### config.mk
export PLATFORM = sky130hd
export DESIGN_NAME = mips_register_file
export DESIGN_NICKNAME = d
export VERILOG_FILES = /design/src/rtl/mips_register_file.sv
export SDC_FILE = /design/constraint.sdc
export NUM_CORES = 2
export LEC_CHECK = 0
export ABC_AREA = 0
export CORE_ASPECT_RATIO = 0.7
export CORE_MARGIN = 2
export CORE_UTILIZATION = 57
export DETAILED_ROUTE_END_ITERATION = 10
export PLACE_DENSITY = 0.77
export RECOVER_POWER = 25
export SLEW_MARGIN = 15
export SYNTH_ARGS = -nofsm -noshare
export SYNTH_HDL_FRONTEND = slang
export SYNTH_SLANG_ARGS = --single-unit
### constraint.sdc
create_clock -name clk -period 3.2 [get_ports clk]
set_clock_uncertainty 0.1 [all_clocks]
set_input_delay 0.8 -clock clk [delete_from_list [all_inputs] [get_ports clk]]
set_output_delay 0.8 -clock clk [all_outputs]
set_load 0.05 [all_outputs]
### src/rtl/mips_register_file.sv
// mips_register_file: 32x32 MIPS register file with a valid/ready serial dump port; define REGFILE_BYPASS_EN for WB->ID write-before-read bypass.
module mips_register_file #(
    parameter int NUM_REGS   = 32,
    parameter int DATA_WIDTH = 32,
    parameter int ADDR_WIDTH = 5
) (
    input  logic                  clk,
    input  logic                  reset,
    input  logic                  i_reg_write,
    input  logic [ADDR_WIDTH-1:0] i_write_register,
    input  logic [DATA_WIDTH-1:0] i_write_data,
    input  logic [ADDR_WIDTH-1:0] i_read_register_1,
    input  logic [ADDR_WIDTH-1:0] i_read_register_2,
    output logic [DATA_WIDTH-1:0] o_read_data_1,
    output logic [DATA_WIDTH-1:0] o_read_data_2,
    input  logic                  i_dump_start,
    output logic                  o_dump_valid,
    input  logic                  i_dump_ready,
    output logic [ADDR_WIDTH-1:0] o_dump_index,
    output logic [DATA_WIDTH-1:0] o_dump_data,
    output logic                  o_dump_busy,
    output logic                  o_dump_done
);
    typedef enum logic [1:0] {IDLE, SEND, DONE} state_t;
    state_t                state_q, state_d;
    logic [DATA_WIDTH-1:0] regs_q [NUM_REGS];
    logic [DATA_WIDTH-1:0] regs_d [NUM_REGS];
    logic [ADDR_WIDTH-1:0] idx_q, idx_d, idx_nxt;
    logic [DATA_WIDTH-1:0] data_q, data_d;
    logic                  wr_en;

    assign wr_en   = i_reg_write && i_write_register != '0 && int'(i_write_register) < NUM_REGS;
    assign idx_nxt = idx_q + 1'b1;

    function automatic logic [DATA_WIDTH-1:0] rd(input logic [ADDR_WIDTH-1:0] a);
        if (a == '0 || int'(a) >= NUM_REGS) return '0;
`ifdef REGFILE_BYPASS_EN
        if (wr_en && a == i_write_register) return i_write_data;
`endif
        return regs_q[a];
    endfunction

    always_comb begin
        o_read_data_1 = rd(i_read_register_1);
        o_read_data_2 = rd(i_read_register_2);
    end

    always_comb begin
        regs_d = regs_q;
        if (wr_en) regs_d[i_write_register] = i_write_data;
    end

    // Each accepted word loads the next index and its value on the same edge.
    always_comb begin
        state_d = state_q;
        idx_d   = idx_q;
        data_d  = data_q;
        case (state_q)
            IDLE: if (i_dump_start) begin
                state_d = SEND;
                idx_d   = '0;
                data_d  = '0;
            end
            SEND: if (i_dump_ready) begin
                if (int'(idx_q) == NUM_REGS - 1) state_d = DONE;
                else begin
                    idx_d  = idx_nxt;
                    data_d = rd(idx_nxt);
                end
            end
            default: state_d = IDLE;
        endcase
    end

    always_ff @(posedge clk or negedge reset) begin
        if (!reset) begin
            regs_q  <= '{default: '0};
            state_q <= IDLE;
            idx_q   <= '0;
            data_q  <= '0;
        end else begin
            regs_q  <= regs_d;
            state_q <= state_d;
            idx_q   <= idx_d;
            data_q  <= data_d;
        end
    end

    assign o_dump_valid = state_q == SEND;
    assign o_dump_busy  = state_q != IDLE;
    assign o_dump_done  = state_q == DONE;
    assign o_dump_index = idx_q;
    assign o_dump_data  = data_q;
endmodule

== Word level (Yosys, flattened, before mapping) ==
Cells that the tools add are included.

* Muxes and demuxes: 36
* Bitwise logic cells: 4
* Reductions and logical operators: 11
* Equality and inequality tests: 7
* Order comparisons: 5
* $add $sub $neg: 1

{| class="wikitable"
|+ Operators by type and width
! cell !! count
|-
| $bwmux W1024 || 1
|-
| $mux W32 || 16
|-
| $bmux W32 S5 || 3
|-
| $demux W32 S5 || 1
|-
| $pmux W32 S2 || 1
|-
| $ge A6 B6 Y1 const B || 4
|-
| $not A5 Y6 || 4
|-
| $logic_not A5 Y1 || 3
|-
| $mux W5 || 3
|-
| $pmux W5 S2 || 1
|-
| $lt A6 B1 Y1 const B || 1
|-
| $mux W1 || 6
|-
| $mux W2 || 3
|-
| $add A5 B1 Y5 const B || 1
|-
| $eq A5 B1 Y1 const B || 1
|-
| $reduce_bool A5 Y1 || 1
|-
| $ne A2 B1 Y1 const B || 2
|-
| $ne A2 B2 Y1 const B || 2
|-
| $pmux W2 S2 || 1
|-
| $reduce_and A4 Y1 || 1
|-
| $reduce_bool A2 Y1 || 2
|-
| $reduce_and A3 Y1 || 1
|-
| $eq A2 B1 Y1 const B || 1
|-
| $eq A2 B2 Y1 const B || 1
|-
| 2 further kinds || 3
|}

* Bits of input ports: 52
* Word-level logic and storage cells: 99
* Output and inout port bits: 104
* Bits in registers: 1,063

== Longest topological paths before layout ==
* Word-level depth: 10
* Mapped depth: 10
* Mapped depth without buffers: 8

== Least setup slack after synthesis ==
No wires, ideal clock.

* Kind: input port to output port
* Start point: input i_read_register_1[1]
* End point: output o_read_data_1[28]
* Arrival time: 2.944 ns
* Data required time: 2.300 ns
* Buffers on the path: 4
* Stages: 8
* Slack: -0.644 ns
* Cell sequence: buf_2 buf_6 buf_4 buf_2 mux4_2 a22o_1 a221oi_1 o21ai_0

* Longest elaborated chain between the ends: 5
* Elaborated cells between the ends (all ways): 7
* Classes of those cells: mux (5); bitwise (1); reduce/logical (1)

{| class="wikitable"
|+ Ends and longest elaborated chain
! item !! RTL line !! text
|-
| start, declared || 12 || <nowiki>input logic [ADDR_WIDTH-1:0] i_read_register_1,</nowiki>
|-
| $not A5 Y6 (implied by the code) || 40 || <nowiki>return regs_q[a];</nowiki>
|-
| $bmux W32 S5 || 40 ||
|-
| $mux W32 (implied by the code) (2 in series) || 40 ||
|-
| $mux W32 * || 40 ||
|-
| end, declared || 14 || <nowiki>output logic [DATA_WIDTH-1:0] o_read_data_1,</nowiki>
|}

Mark *: on every way between the ends. The rest lies on a longest branch, timed or not. The select of a mux whose other input is x is not followed.

== Worst setup path after layout ==
* Start point: input i_read_register_2[1]
* End point: output o_read_data_2[27]

* Longest elaborated chain between the ends: 5
* Elaborated cells between the ends (all ways): 7
* Classes of those cells: mux (5); bitwise (1); reduce/logical (1)

{| class="wikitable"
|+ Ends and longest elaborated chain
! item !! RTL line !! text
|-
| start, declared || 13 || <nowiki>input logic [ADDR_WIDTH-1:0] i_read_register_2,</nowiki>
|-
| $not A5 Y6 (implied by the code) || 40 ||
|-
| $bmux W32 S5 || 40 ||
|-
| $mux W32 (implied by the code) (2 in series) || 40 ||
|-
| $mux W32 * || 40 ||
|-
| end, declared || 15 || <nowiki>output logic [DATA_WIDTH-1:0] o_read_data_2,</nowiki>
|}

Marks and branches as above.

==> run_results.csv <==
group,metric,value,unit
worst_setup_path,path_class,"in -> out",
detailed_routing,wl_met1,81.6,mm
worst_setup_path,reg2reg_from,"o_dump_index[0]",
worst_setup_path,path_buf_inv,4,
worst_setup_path,worstPathRequired,2.30,ns
synthesis,synth_top_family_by_area,"multiplexers",
detailed_routing,drc,0,
worst_setup_path,cp-start-kind,"input port",
worst_setup_path,end_kind,"output port",
synthesis,synth_nets,4245,
synthesis,yosysSeqAreaShare,42.3,%
layout,layout_common_cells,"dfrtp_1 (1063), mux2_2 (1024), mux4_2 (768)",
sta,finalCritPeriodShare,113,%
worst_setup_path,slowest_stage,"mux4_2",
worst_setup_path,cp_top_family,"compound AO/OA/AOI/OAI gates",
global_routing,grt_remaining_overflow,0,
synthesis,synth-compound-area-share,5.50,%
synthesis,synth_simple_gate_area_share,2.57,%
placed_design,dp_hpwl,142,mm
synthesis,ys_types,33,
worst_setup_path,ff2ff_path_depth,8,
synthesis,yosys_warnings,0,
synthesis,synthCells,4190,
worst_setup_path,cpPeakStageDelay,0.52,ns
clock_network,cts_tree,"yes",
sta,whs,0.319,ns
detailed_routing,dr.first_iter.drc_count,7190,
global_routing,grtUsageTotal,41.5,%
worst_setup_path,path_common_cell,"buf_16",
clock_network,numCtsBuffers,101,
clock_network,insertion_delay,0.74,ns
worst_setup_path,path_max_fanout,7,
layout,mostFrequentLayoutCell,"dfrtp_1",
min_path,min_to,"regs_q[1002]",
detailed_routing,postRouteWirelength,237,mm
flow_run,drv_cap,1,
pwr,powerDensity,673,nW/um^2
floorplan,fp.dieH,282,um
placed_design,pre_cts_ws,-0.676,ns
detailed_routing,highest_layer,"met5",
global_routing,grt_pass1_vias,47500,
sta,setup_tns,-18.71,ns
placed_design,place.gp.congestion,0.909,
pwr,peakVddDrop,0.000702,V
global_routing,grt_max_degree,89,
detailed_routing,postRouteAntennaNets,0,
worst_setup_path,reg2reg_to,"o_dump_data[31]",
pwr,leakage,0.0328,uW
layout,syn_to_final_growth,24.2,%
worst_setup_path,path_cells,"buf_16 -> buf_16 -> buf_12 -> mux4_2 -> a22o_1 -> a221oi_4 -> o21ai_4 -> buf_6",
clock_network,cts.sinks,1063,
clock_network,root_buffer,"clkbuf_16",
floorplan,pin_count,156,
synthesis,ys_ff_latch,1063,
synthesis,synth_adder_area_share,0.0597,%
global_routing,antenna_found_initial,14,
min_path,holdCritPathClass,"reg -> reg",
sta,finalHoldViolCount,0,
clock_network,cts.htree.levels,3,
global_routing,grt_pass1_wl,338,mm
worst_setup_path,rrSetupSlack,0.13,ns
detailed_routing,wl_met3,40.3,mm
detailed_routing,met2_length,101,mm
detailed_routing,vias_per_cell,7.85,
sta,tightest_slew,1.96,ns
synthesis,muxShareOfSynthArea,45.8,%
clock_network,max-clock-path-buffers,3,
floorplan,core-area,109000,um^2
detailed_routing,dr.pass1.iters,5,
synthesis,syn-cell-area,62900,um^2
sta,fmax,278,MHz
floorplan,start_util,57.7,%
status,outcome,"finished with violations",
sta,layout_setup_ws,-0.401,ns
sta,max-slew-margin-rel,-30.3,%
layout,drive_gt1_share,62.4,%
status,violations,"max-capacitance violations, max-slew violations, negative setup slack",
worst_setup_path,cp_data_arrival_time,2.70,ns
detailed_routing,vias,47900,
sta,period_needed,3.60,ns
synthesis,avgSynthCellArea,15.0,um^2
sta,finalSetupViolCount,64,
min_path,hold_path_depth,0,
floorplan,die_w,401,um
floorplan,row_count,101,
min_path,hold_start,"regs_q[1002]",
sta,grt_setup_unrepaired,"yes",
floorplan,dieArea,113000,um^2
placed_design,port_buffers,155,
layout,num-fill-cells,6653,
pwr,p_total,52600,uW
detailed_routing,wl_per_cell,38.9,um
layout,final_nets,4617,
clock_network,clk_pin_slew,0.07,ns
layout,multiInputGateArea,36100,um^2
layout,area.sequential,26600,um^2
synthesis,synthXorXnorAreaFrac,0.0676,%
sta,maxSlewViolCount,51,
## where the power goes
part / switching [uW] / leakage, uW / internal (uW)
Sequential: 3050 / 0.0137 / 16100
Combinational: 9800 / 0.0174 / 10600
Clock: 5680 / 0.00176 / 7410
## timing repair
action	CTS	global route
setup buffers	59	47
cloned	26	15
gates resized for setup	226	111
hold buffers	1	0
hold endpoints to repair	27	0
pin swaps	82	104
setup endpoints to repair	64	65
## kinds of logic after synthesis
group,Yosys count
xor gates and xnor gates,4
and+or+nand+nor,364
muxes,1793
AOI/OAI and AO/OA,457
buffers and inverters,506
DFF,1063
adders and majority gates,3
## registers in the layout (all words and copies together), names as in the netlist
name and count:
o_dump_index 5, regs_q 1024, state_q 2, o_dump_data 32
## through the flow
stage	cells	instance area (um^2)	util, %
final	6097	78100	71.7
after global routing	6093	78100	71.7
after CTS	6033	77000	70.7
after detailed placement	5760	71000	65.2
after global placement	5760	71000	65.2
after floorplan	4190	64500	-
## Yosys cell counts
cell type	number	area, um^2
a22oi_1	32	240
nand2b_1	1	6.26
and3_1	4	25.0
ha_1	3	37.5
xor2_2	1	16.3
inv_1	1	3.75
buf_6	14	158
nand3b_1	4	30.0
xor2_1	1	8.76
nand3_1	131	656
and3b_1	1	8.76
buf_2	160	801
a221oi_1	64	561
xnor2_1	2	17.5
buf_4	27	203
buf_1	77	289
nor2b_1	6	37.5
dfrtp_1	1063	26600
nor3b_1	4	30.0
mux2_2	1024	11500
nand2_1	180	676
a22o_1	225	1970
mux4_2	768	17300
or2_2	3	18.8
and2_1	3	18.8
clkbuf_1	227	852
or3b_2	1	8.76
nor3_1	3	15.0
a21o_1	3	22.5
mux2i_1	1	10.0
o21ai_0	71	355
o21ai_1	62	310
nor2_1	23	86.3
## routing by layer
| metal | vias to the layer above | global-route usage (%) |
|---|---|---|
| met5 | - | 0.668 |
| met1 | 24800 | 54.7 |
| li1 | 17600 | - |
| met2 | 4496 | 58.3 |
| met3 | 956 | 19.2 |
| met4 | 10 | 20.3 |
## worst max path at each step
stage / depth (start not counted) / endpoint / slack, ns / startpoint
4_1_cts: 8 / o_read_data_2[21] / -0.36 / i_read_register_2[1]
3_3_place_gp: 8 / o_read_data_2[11] / -0.70 / i_read_register_2[2]
3_5_place_dp: 8 / o_read_data_2[11] / -0.68 / i_read_register_2[2]
6_report: 8 / o_read_data_2[27] / -0.40 / i_read_register_2[1]
5_1_grt: 8 / o_read_data_2[27] / -0.40 / i_read_register_2[1]
2_1_floorplan: 5 / o_read_data_2[1] / -0.04 / i_read_register_2[2]
## final cells by class
class / instances / area share [%]
multi-input cells: 2621 / 46.2
well taps: 1442 / 2.31
repair buffers: 774 / 12.8
inverters: 1 / 0.00480
diodes: 9 / 0.0288
flip-flops and latches: 1063 / 34.0
clock buffers: 137 / 3.76
clock inverters: 50 / 0.770
(Power assumes the default switching activity.)
